File: src/rtl/core_config_pkg.sv
// Core-wide configuration shared by every execution unit.
package core_config_pkg;
    localparam int XLEN = 32;
endpackage

File: src/rtl/restoring_divider_pkg.sv
// ALU divider types and constants. The state encoding is shared with ALU-level control.
package restoring_divider_pkg;
    import core_config_pkg::*;

    typedef enum logic [1:0] {IDLE, CALC, FIX, DONE} div_state_t;

    localparam int              DIV_LATENCY   = XLEN + 2;
    localparam logic [XLEN-1:0] DIV_BY_ZERO_Q = '1;
    localparam logic [XLEN-1:0] SIGNED_MIN    = {1'b1, {(XLEN-1){1'b0}}};
endpackage

File: src/rtl/restoring_divider.sv
// Radix-2 restoring divider for DIV/DIVU/REM/REMU: one quotient bit per cycle,
// sign fix-up afterwards, and a fast path for divide-by-zero and signed overflow.
module restoring_divider
    import restoring_divider_pkg::*;
#(
    parameter int XLEN = core_config_pkg::XLEN
) (
    input  logic            clk,
    input  logic            rst,
    input  logic            start,
    input  logic            abort,
    input  logic            op_signed,
    input  logic [XLEN-1:0] X,
    input  logic [XLEN-1:0] Y,
    output logic            busy,
    output logic            valid,
    output logic [XLEN-1:0] Q,
    output logic [XLEN-1:0] R
);
    localparam int              CW      = $clog2(XLEN);
    localparam logic [CW-1:0]   LAST    = CW'(XLEN - 1);
    localparam logic [XLEN-1:0] MIN_VAL = {1'b1, {(XLEN-1){1'b0}}};

    div_state_t      state;
    logic [CW-1:0]   count;
    logic [XLEN-1:0] rem, quo, divisor;
    logic            neg_q, neg_r;

    logic [XLEN-1:0] abs_x, abs_y;
    logic [XLEN:0]   shifted;
    logic [XLEN+1:0] trial;
    logic            overflow;

    always_comb begin
        abs_x    = (op_signed && X[XLEN-1]) ? -X : X;
        abs_y    = (op_signed && Y[XLEN-1]) ? -Y : Y;
        overflow = op_signed && (X == MIN_VAL) && (Y == '1);
        // rem < divisor always holds, so the shifted partial remainder fits in XLEN+1 bits.
        shifted  = {rem, quo[XLEN-1]};
        trial    = {1'b0, shifted} - {2'b00, divisor};
    end

    // NOTE: non-blocking assignments throughout so every register sees pre-edge values.
    always_ff @(posedge clk) begin
        if (rst) begin
            state   <= IDLE;
            busy    <= 1'b0;
            valid   <= 1'b0;
            Q       <= '0;
            R       <= '0;
            count   <= '0;
            rem     <= '0;
            quo     <= '0;
            divisor <= '0;
            neg_q   <= 1'b0;
            neg_r   <= 1'b0;
        end else begin
            valid <= 1'b0;
            unique case (state)
                IDLE: begin
                    // busy is still high during the valid cycle, which blocks start there.
                    if (busy) begin
                        busy <= 1'b0;
                    end else if (start) begin
                        busy    <= 1'b1;
                        neg_q   <= op_signed & (X[XLEN-1] ^ Y[XLEN-1]);
                        neg_r   <= op_signed & X[XLEN-1];
                        divisor <= abs_y;
                        if (Y == '0) begin
                            Q     <= '1;
                            R     <= X;
                            state <= DONE;
                        end else if (overflow) begin
                            Q     <= MIN_VAL;
                            R     <= '0;
                            state <= DONE;
                        end else begin
                            count <= '0;
                            rem   <= '0;
                            quo   <= abs_x;
                            state <= CALC;
                        end
                    end
                end
                CALC: begin
                    if (abort) begin
                        state <= IDLE;
                        busy  <= 1'b0;
                    end else begin
                        if (!trial[XLEN+1]) begin
                            rem <= trial[XLEN-1:0];
                            quo <= {quo[XLEN-2:0], 1'b1};
                        end else begin
                            rem <= shifted[XLEN-1:0];
                            quo <= {quo[XLEN-2:0], 1'b0};
                        end
                        count <= count + 1'b1;
                        if (count == LAST) state <= FIX;
                    end
                end
                FIX: begin
                    if (abort) begin
                        state <= IDLE;
                        busy  <= 1'b0;
                    end else begin
                        Q     <= neg_q ? -quo : quo;
                        R     <= neg_r ? -rem : rem;
                        state <= DONE;
                    end
                end
                DONE: begin
                    if (abort) begin
                        busy <= 1'b0;
                    end else begin
                        valid <= 1'b1;
                    end
                    state <= IDLE;
                end
                default: state <= IDLE;
            endcase
        end
    end
endmodule

File: config.mk
export PLATFORM = sky130hd
export DESIGN_NAME = restoring_divider
export DESIGN_NICKNAME = d
export VERILOG_FILES = /design/src/rtl/core_config_pkg.sv /design/src/rtl/restoring_divider_pkg.sv /design/src/rtl/restoring_divider.sv
export SDC_FILE = /design/constraint.sdc
export NUM_CORES = 1
export LEC_CHECK = 0
export BUFFER_PORTS_ARGS = -buffer_cell sky130_fd_sc_hd__buf_4
export CAP_MARGIN = 20
export CORE_MARGIN = 1
export CORE_UTILIZATION = 44
export CTS_BUF_LIST = sky130_fd_sc_hd__clkbuf_16
export CTS_CLUSTER_DIAMETER = 100
export DETAILED_ROUTE_END_ITERATION = 8
export SKIP_LAST_GASP = 1
export SLEW_MARGIN = 0
export SYNTH_ARGS = -nofsm -noshare
export SYNTH_HDL_FRONTEND = slang
export SYNTH_SLANG_ARGS = --single-unit
File: constraint.sdc
create_clock -name clk -period 5.26 [get_ports clk]
set_input_delay 0.789 -clock clk [delete_from_list [all_inputs] [get_ports clk]]
set_output_delay 0.789 -clock clk [all_outputs]
set_load 0.005 [all_outputs]
## Yosys cells after proc, flatten, opt, wreduce, memory -nomap -nowiden

Index checks and enable logic that the tools add are counted.

- Bits in registers: 171
- Input bits: 69
- Logic and storage cells: 100
- Output and inout bits: 66

- Add/subtract/negate cells: 6
- Reduce and logical (&&, ||, !) cells: 14
- Bitwise operators: 5
- Multiplexer cells: 49
- Eq/ne operators: 15

Operator list:

| kind | number |
|---|---|
| 32-bit two-way mux | 25 |
| 32-bit one-hot mux with 2 select lines | 4 |
| 32-bit negator | 4 |
| 32-bit == test (second input constant) | 2 |
| 33-bit by 32-bit subtractor with 34-bit output | 1 |
| 32-bit zero test | 1 |
| 5-bit two-way mux | 5 |
| 2-bit two-way mux | 7 |
| 2-bit != test (second input constant) | 6 |
| 5-bit one-hot mux with 2 select lines | 1 |
| 2-bit one-hot mux with 4 select lines | 1 |
| 3-bit != test (second input constant) | 2 |
| 3-bit AND reduction | 2 |
| 6-bit AND reduction | 1 |
| 5-bit by 1-bit adder with 5-bit output (second input constant) | 1 |
| 5-bit == test (second input constant) | 1 |
| 1-bit two-way mux | 5 |
| 5-bit AND reduction | 1 |
| 2-bit == test (second input constant) | 2 |
| 1-bit logical AND | 4 |
| 2-bit nonzero test | 2 |
| 3-bit OR reduction | 1 |
| 1-bit AND | 2 |
| 2-bit by 1-bit == test with 1-bit output (second input constant) | 1 |
| other kinds (6) | 7 |

## Logic depth before layout (Yosys ltp)

Gate-level depths: netlist of run 1.

- Depth after elaboration: 8
- Mapped depth: 14

## Worst setup path after synthesis of run 1

No wires, ideal clock.

- Kind: input-to-reg
- Start: in Y[23]
- End: reg Q[4]
- Data required time: 5.124 ns
- Arrival: 2.981 ns
- Path slack: 2.144 ns
- Cell stages on the path: 10
- Setup time: 0.136 ns
- Buffers on the path: 2
- Path through: or3_1 > or4_1 > or3_4 > nor3_4 > o21a_1 > nor2_1 > buf_2 > buf_2 > a211oi_2 > nor3_1

- Word-level cells in the longest chain between the ends: 5
- Elaborated cells between the ends (all ways): 9
- Classes of those cells: eq/ne (2); mux (4); reduce/logical (3)

Ends and longest elaborated chain:

| what | RTL line | text |
|---|---|---|
| start: declaration | restoring_divider.sv:14 | `input logic [XLEN-1:0] Y,` |
| 32-bit zero test | restoring_divider.sv:69 | `if (Y == '0) begin` |
| 32-bit two-way mux | restoring_divider.sv:69 |  |
| 32-bit two-way mux | restoring_divider.sv:64 | `end else if (start) begin` |
| 32-bit two-way mux | restoring_divider.sv:62 | `if (busy) begin` |
| 32-bit one-hot mux with 2 select lines | restoring_divider.sv:59 | `unique case (state)` |
| end signal: assignment | restoring_divider.sv:106 | `Q <= neg_q ? -quo : quo;` |
| end: declaration | restoring_divider.sv:17 | `output logic [XLEN-1:0] Q,` |

Several ways; a longest one is shown, not always the timed one. The select of a mux whose other input is x is not followed.
A chain may end at the register's enable or synchronous reset.

## Final worst setup path of run 1

- Start: in X[8]
- End: reg R[21]

- Word-level cells in the longest chain between the ends: 5

Ends and longest elaborated chain:

| what | RTL line | text |
|---|---|---|
| start: declaration | restoring_divider.sv:13 | `input logic [XLEN-1:0] X,` |
| 32-bit == test | restoring_divider.sv:37 | `overflow = op_signed && (X == MIN_VAL) && (Y == '1);` |
| 1-bit logical AND (2 in series) | restoring_divider.sv:37 |  |
| 3-bit != test (no source line) | -- |  |
| 5-bit AND reduction (no source line) | -- |  |
| end signal: assignment | restoring_divider.sv:107 | `R <= neg_r ? -rem : rem;` |
| end: declaration | restoring_divider.sv:18 | `output logic [XLEN-1:0] R` |

Every way passes these cells.

==> flow_metrics.env, run 1 <==
export IMPL_grt_pass1_wl_mm=53.48
export IMPL_die_w_um=159.7
export IMPL_final_hold_violation_count=0
export IMPL_first_pass_iters=6
export IMPL_synth_top_cell_area_share_pct=31.29
export IMPL_ys_ff_latch=171
export IMPL_drive_gt1_share_pct=14.76
export IMPL_synthArstFlopShare_pct=0
export IMPL_pwr_density_cell_mw_per_mm2=263.7
export IMPL_num_antenna_cells=0
export IMPL_maxCapViolations=0
export IMPL_portBuffers=134
export IMPL_cp_max_fo=37
export IMPL_track_usage_pct=25.95
export IMPL_syn_num_nets=1486
export IMPL_fin_tns_setup_ns=0
export IMPL_vdd_drop_max_v=0.0002167
export IMPL_worstPathRequired_ns=5.61
export IMPL_hold_class="flip-flop to flip-flop"
export IMPL_rows=57
export IMPL_insertion_delay_ns=0.44
export IMPL_slew_violations=0
export IMPL_fin_skew_ns=0.01663
export IMPL_cts_buffers=17
export IMPL_yosys_warnings=0
export IMPL_io_pins=135
export IMPL_gp_congestion=0.8972
export IMPL_use_met1_pct=33.78
export IMPL_clk_pin_slew_worst_paths_ns=0.07
export IMPL_antenna_found_initial=0
export IMPL_drtIter0Drc=951
export IMPL_cpPeakStageDelay_ns=0.67
export IMPL_clkSinkCount=171
export IMPL_ctsHoldBuffers=0
export IMPL_hpwl_mm=24.92
export IMPL_cts_max_level=4
export IMPL_grt_overflow_total=0
export IMPL_yosys_top_cells_area="dfxtp_1, nor2_1, xnor2_1"
export IMPL_multi_input_area_mm2=0.006922
export IMPL_finalWirelength_mm=33.16
export IMPL_clock_path_buffers=2
export IMPL_routed_via_density=5.835
export IMPL_worstPathArrival_ns=4.00
export IMPL_synthesis_instances=1377
export IMPL_fmax_mhz=273.9
export IMPL_wl_per_cell_um=18.49
export IMPL_stdcell_area_mm2=0.01270
export IMPL_cts_tree="built"
export IMPL_critPathCaptureType="flip-flop"
export IMPL_slew_headroom_pct=36.52
export IMPL_grt_max_degree=75
export IMPL_tightest_slew_ns=0.9521
export IMPL_cp_top_family="simple AND/OR/NAND/NOR gates"
export IMPL_grt_setup_unrepaired="false"
export IMPL_fp_dieH_um=159.7
export IMPL_initial_core_util_pct=44.99
export IMPL_cts_root_buffer="clkbuf_16"
export IMPL_drcViolationCount=0
export IMPL_critPathBufInv=3
export IMPL_power_leakage_nw=5.020
export IMPL_cp_start_kind="input port"
export IMPL_avgSynthCellArea_um2=7.946
export IMPL_grt_met2_usage_pct=44.50
export IMPL_ys_flop_type="dfxtp_1"
export IMPL_regArea_mm2=0.003423
export IMPL_setup_viol=0
export IMPL_syn_area_mm2=0.01094
export IMPL_busiest_layer="met2"
export IMPL_outcome="complete, no violations"
export IMPL_post_dp_cell_area_mm2=0.01209
export IMPL_fin_nets=1566
export IMPL_ys_seq_area_share_pct=31.29
export IMPL_critPathKind="input port to flip-flop"
export IMPL_fillCellCount=2395
export IMPL_ant_nets=0
export IMPL_post_cts_buffers=0
export IMPL_synth_edf_count=0
export IMPL_grt_use_met3_pct=3.013
export IMPL_crit_path_frequent_cell="buf_4"
export IMPL_design_die_area_mm2=0.02550
export IMPL_cp_slowest_cell="or2_2"
export IMPL_min_period_ns=3.651
export IMPL_ff2ff_setup_slack_ns=1.81
export IMPL_cts_repair_resized=0
export IMPL_first_global_vias=9918
export IMPL_path_cells="buf_4 -> nor4_1 -> and4bb_2 -> nand4_1 -> nor4_1 -> buf_4 -> o21a_1 -> or2_2 -> buf_4 -> nor2_1 -> nor3_1"
export IMPL_vias=10470
export IMPL_core_mm2=0.02432
export IMPL_synth_cell_types=69
export IMPL_fin_crit_sh_pct=69.41
export IMPL_synth_top_cell_by_area="dfxtp_1"
export IMPL_areaGrowthSynthToFinish_pct=16.10
cells by family after synthesis:
logic type                 count (synthesis)  synth area share [%]
and+or+nand+nor                          443                 19.66
buffers and inverters                    147                 5.706
adders and majority gates                 40                 4.643
muxes                                      1               0.09148
AOI/OAI and AO/OA                        427                 26.77
DFF                                      171                 31.29
xor gates and xnor gates                 148                 11.85
final timing paths:
kind / depth (start not counted) / endpoint / from
max: 11 / R[21]$_SDFFE_PP0P_ / X[8]
min reg2reg: 2 / divisor[31]$_SDFFE_PP0P_ / divisor[31]$_SDFFE_PP0P_
min: 2 / divisor[31]$_SDFFE_PP0P_ / divisor[31]$_SDFFE_PP0P_
max reg2reg: 13 / rem[24]$_SDFFE_PP0P_ / quo[31]$_SDFFE_PP0P_
layer usage:
metal	wire (um)	up-vias
li1	-	5230
met1	14870	4900
met2	16180	297
met3	1384	41
met4	728	0
met5	0	-
cell usage after synthesis (21+ instances only):
| cell type | count |
|---|---|
| nor2_1 | 186 |
| dfxtp_1 | 171 |
| a21oi_1 | 88 |
| o21ai_0 | 83 |
| xnor2_1 | 75 |
| xor2_1 | 73 |
| nand2_1 | 65 |
| clkbuf_1 | 61 |
| a211oi_1 | 60 |
| nor3_1 | 59 |
| inv_1 | 56 |
| ha_1 | 39 |
| a22oi_1 | 37 |
| a222oi_1 | 29 |
| o31ai_1 | 26 |
| a221oi_1 | 24 |
| buf_2 | 22 |
| nand3_1 | 21 |
worst reg2reg max path, cell delays in order, from the launching register on:
cell	delay, ns
dfxtp_1	0.34
inv_1	0.13
ha_1	0.19
inv_1	0.06
fa_1	0.42
a211oi_1	0.37
o31ai_1	0.17
a21oi_1	0.30
o21ai_0	0.15
nor2_1	0.24
o21ai_0	0.27
a221oi_1	0.39
xor2_1	0.18
o21ai_0	0.09
cell type report:
| type | count | area share, % |
|---|---|---|
| clock buffers | 17 | 3.349 |
| clock inverters | 15 | 1.251 |
| inverters | 56 | 1.655 |
| multi-input cells | 1059 | 54.49 |
| flip-flops and latches | 171 | 26.95 |
| well taps | 324 | 3.191 |
| repair buffers | 152 | 9.120 |
state kept, by name (all words and copies together), names as in the netlist:
register and count:
Q 32, R 32, busy 1, count 5, divisor 32, neg_q 1, neg_r 1, quo 32
rem 32, state 2, valid 1
power breakdown:
group	total [mW]	leakage, nW	switching [mW]	internal [mW]
sequential	1.41	1.39	0.0581	1.35
clock	1.27	0.288	0.593	0.673
combinational	0.674	3.34	0.405	0.269
total	3.35	5.02	1.06	2.29
metrics by stage:
| stage | total power, mW | util, % | hold WS (ns) | setup slack (ns) | std cells |
|---|---|---|---|---|---|
| after global routing | 3.507 | 52.24 | 0.4902 | 1.223 | 1794 |
| after global placement | 2.099 | 49.73 | 0.4474 | 1.206 | 1761 |
| after CTS | 3.368 | 52.13 | 0.4629 | 1.603 | 1793 |
| after detailed placement | 2.105 | 49.73 | 0.4519 | 1.147 | 1761 |
| final | 3.350 | 52.24 | 0.4567 | 1.609 | 1794 |
| after floorplan | 1.890 | - | 0.4319 | 2.144 | 1377 |
layout by cell type (no fill, tap or decap), types with 24 or more instances in the layout:
master	netlist	final
nor2_1	186	183
dfxtp_1	171	171
buf_4	2	151
a21oi_1	88	88
o21ai_0	83	83
xnor2_1	75	75
xor2_1	73	73
nand2_1	65	65
a211oi_1	60	60
nor3_1	59	57
inv_1	56	56
ha_1	39	39
a22oi_1	37	37
a222oi_1	29	29
o31ai_1	26	26
a221oi_1	24	24
No activity file was read; power rests on OpenSTA's default activity.
==> run 2, diff against run 1 <==
- ABC_AREA: default -> 1
- clock period: 5.26 -> 2.99 ns (I/O delays scaled with it)
==> run 2 against run 1 <==
- hold slack got worse by 0.21 ns
- critical path depth increased by 3
- sequential cell count unchanged
- total power rose to 2.7 times the previous value
- clock skew is 0.0029 ns lower
- synthesized area up 29%
- critical path type is now flip-flop to flip-flop
- largest power group is now combinational logic
- count of clock-buffer cells in the layout unchanged
- setup slack worse by 1.2 ns
- die area is 29% higher
- routed wire length grew 49%
==> flow_metrics.env, run 2 <==
export IMPL_post_dp_cell_area_mm2=0.01561
export IMPL_critPathKind="flip-flop to flip-flop"
export IMPL_hold_class="input port to flip-flop"
export IMPL_grt_pass1_wl_mm=78.18
export IMPL_clock_path_buffers=2
export IMPL_fmax_mhz=387.2
export IMPL_critPathCaptureType="flip-flop"
export IMPL_fin_skew_ns=0.01375
export IMPL_final_hold_violation_count=0
export IMPL_yosys_warnings=0
export IMPL_areaGrowthSynthToFinish_pct=14.50
export IMPL_grt_setup_unrepaired="false"
export IMPL_cts_buffers=17
export IMPL_whs_path_depth=2
export IMPL_synth_edf_count=0
export IMPL_stdcell_area_mm2=0.01622
export IMPL_worstPathRequired_ns=3.29
export IMPL_first_pass_iters=5
export IMPL_instances_no_fill=3078
export IMPL_routed_via_density=5.263
export IMPL_io_pins=135
export IMPL_syn_num_nets=2681
export IMPL_synth_top_cell_area_share_pct=24.17
export IMPL_ys_ff_latch=171
export IMPL_whs_ns=0.2425
export IMPL_insertion_delay_ns=0.46
export IMPL_fin_nets=2772
export IMPL_vdd_drop_max_v=0.0004447
export IMPL_slew_headroom_pct=34.01
export IMPL_yosys_top_cells_area="dfxtp_1, nand2_1, nand3_1"
export IMPL_antenna_found_initial=0
export IMPL_synthArstFlopShare_pct=0
export IMPL_drtIter0Drc=1240
export IMPL_synth_common_cells="nand2_1, nor2_1, inv_1"
export IMPL_layout_common_cells="nand2_1, nor2_1, inv_1"
export IMPL_ff2ff_setup_slack_ns=0.41
export IMPL_dpl_cell_count=3046
export IMPL_power_total_mw=9.146
export IMPL_cts_repair_resized=0
export IMPL_drcViolationCount=0
export IMPL_design_die_area_mm2=0.03292
export IMPL_min_delay_start="abort"
export IMPL_maxCapViolations=0
export IMPL_cts_tree="built"
export IMPL_cts_max_level=4
export IMPL_die_w_um=181.4
export IMPL_finalWirelength_mm=49.26
export IMPL_core_mm2=0.03164
export IMPL_num_antenna_cells=0
export IMPL_tightest_slew_ns=0.9898
export IMPL_min_to="valid$_SDFF_PP0_"
export IMPL_ctsHoldBuffers=0
export IMPL_track_usage_pct=30.12
export IMPL_grt_max_degree=84
export IMPL_fillCellCount=3408
export IMPL_worstPathArrival_ns=2.89
export IMPL_cts_root_buffer="clkbuf_16"
export IMPL_r2r_start="rem[18]$_SDFFE_PP0P_"
export IMPL_pwr_density_cell_mw_per_mm2=563.9
export IMPL_clkSinkCount=171
export IMPL_worstRegToRegCells=14
export IMPL_synthesis_instances=2572
export IMPL_fin_crit_sh_pct=86.38
export IMPL_slew_violations=0
export IMPL_fp_dieH_um=181.4
export IMPL_ys_flop_type="dfxtp_1"
export IMPL_initial_core_util_pct=44.78
export IMPL_r2r_end="rem[26]$_SDFFE_PP0P_"
export IMPL_yosysMostFrequentCell="nand2_1"
export IMPL_synth_cell_types=43
export IMPL_outcome="complete, no violations"
export IMPL_cp_max_fo=25
export IMPL_setup_viol=0
export IMPL_fin_tns_setup_ns=0
export IMPL_wl_per_cell_um=16.00
export IMPL_portBuffers=134
export IMPL_synth_top_cell_by_area="dfxtp_1"
export IMPL_ys_seq_area_share_pct=24.17
export IMPL_gp_congestion=0.9914
export IMPL_cp_start_kind="flip-flop"
export IMPL_avgSynthCellArea_um2=5.508
export IMPL_drive_gt1_share_pct=9.043
export IMPL_post_cts_buffers=0
export IMPL_clk_pin_slew_worst_paths_ns=0.07
export IMPL_rows=65
export IMPL_min_period_ns=2.583
export IMPL_ant_nets=0
export IMPL_power_leakage_nw=8.263
export IMPL_first_global_vias=14760
export IMPL_syn_area_mm2=0.01417
export IMPL_layout_cells_most_common="nand2_1"
export IMPL_vias=16200
export IMPL_hpwl_mm=38.93
export IMPL_grt_overflow_total=0
run 2: changes by cell type after synthesis, moves of 57 or more:
cell	delta
a211oi_1	-59
inv_1	+287
nand2_1	+750
nand3_1	+271
nor2_1	+192
xnor2_1	-57
run 2: per-layer routing:
metal	track usage [%]	share of wire [%]
met1	40.06	46
met2	48.63	45
met3	3.209	5.1
met4	14.51	4.3
met5	0	0
run 2: cells by family after synthesis:
kind of cell / after synthesis / share of synthesized area, %
buf+inv: 453 / 12.46
flops: 171 / 24.17
xor+xnor: 35 / 2.164
compound gates: 285 / 10.68
fa+ha+maj: 40 / 3.586
simple gates: 1588 / 46.94
run 2: worst max-delay path by stage:
stage,from,end,depth (start not counted)
floorplan,rem[19]$_SDFFE_PP0P_,rem[5]$_SDFFE_PP0P_,12
global placement,X[0],quo[0]$_SDFFE_PP0P_,16
detailed placement,X[0],count[2]$_SDFFE_PP0P_,15
CTS,rem[18]$_SDFFE_PP0P_,rem[26]$_SDFFE_PP0P_,14
global route,rem[23]$_SDFFE_PP0P_,rem[25]$_SDFFE_PP0P_,14
finish,rem[18]$_SDFFE_PP0P_,rem[26]$_SDFFE_PP0P_,14
run 2: area by class of cell:
type	count	area [um^2]	area share, %
timing repair buffer	172	1366	8.423
clock buffer	17	425.4	2.623
sequential	171	3423	21.10
clock inverter	15	188.9	1.165
tap	402	503.0	3.101
inverter	353	1326	8.176
multi-input combinational	1948	8987	55.41
run 2: critical path: stages (launching register included):
cell     delay, ns
dfxtp_1       0.53
ha_1          0.36
nand2_1       0.15
inv_1         0.05
nand2_1       0.06
nand2_1       0.07
a21oi_1       0.23
nor2_1        0.08
nor2_2        0.14
nand2_2       0.17
buf_12        0.20
nand2_2       0.16
nand2_1       0.08
nand2_1       0.08
a21oi_1       0.06
run 2: through the flow:
stage / utilization (%) / setup slack (ns)
finish: 51.27 / 0.4072
global route: 51.27 / 0.1203
CTS: 51.27 / 0.4376
detailed placement: 49.33 / 0.3603
global placement: 49.33 / 0.4401
floorplan: - / 0.9242
run 2: power breakdown:
group | total, mW | switching (mW) | internal (mW)
Combinational | 3.95 | 2.71 | 1.24
Sequential | 2.81 | 0.239 | 2.57
Clock | 2.38 | 1.05 | 1.33
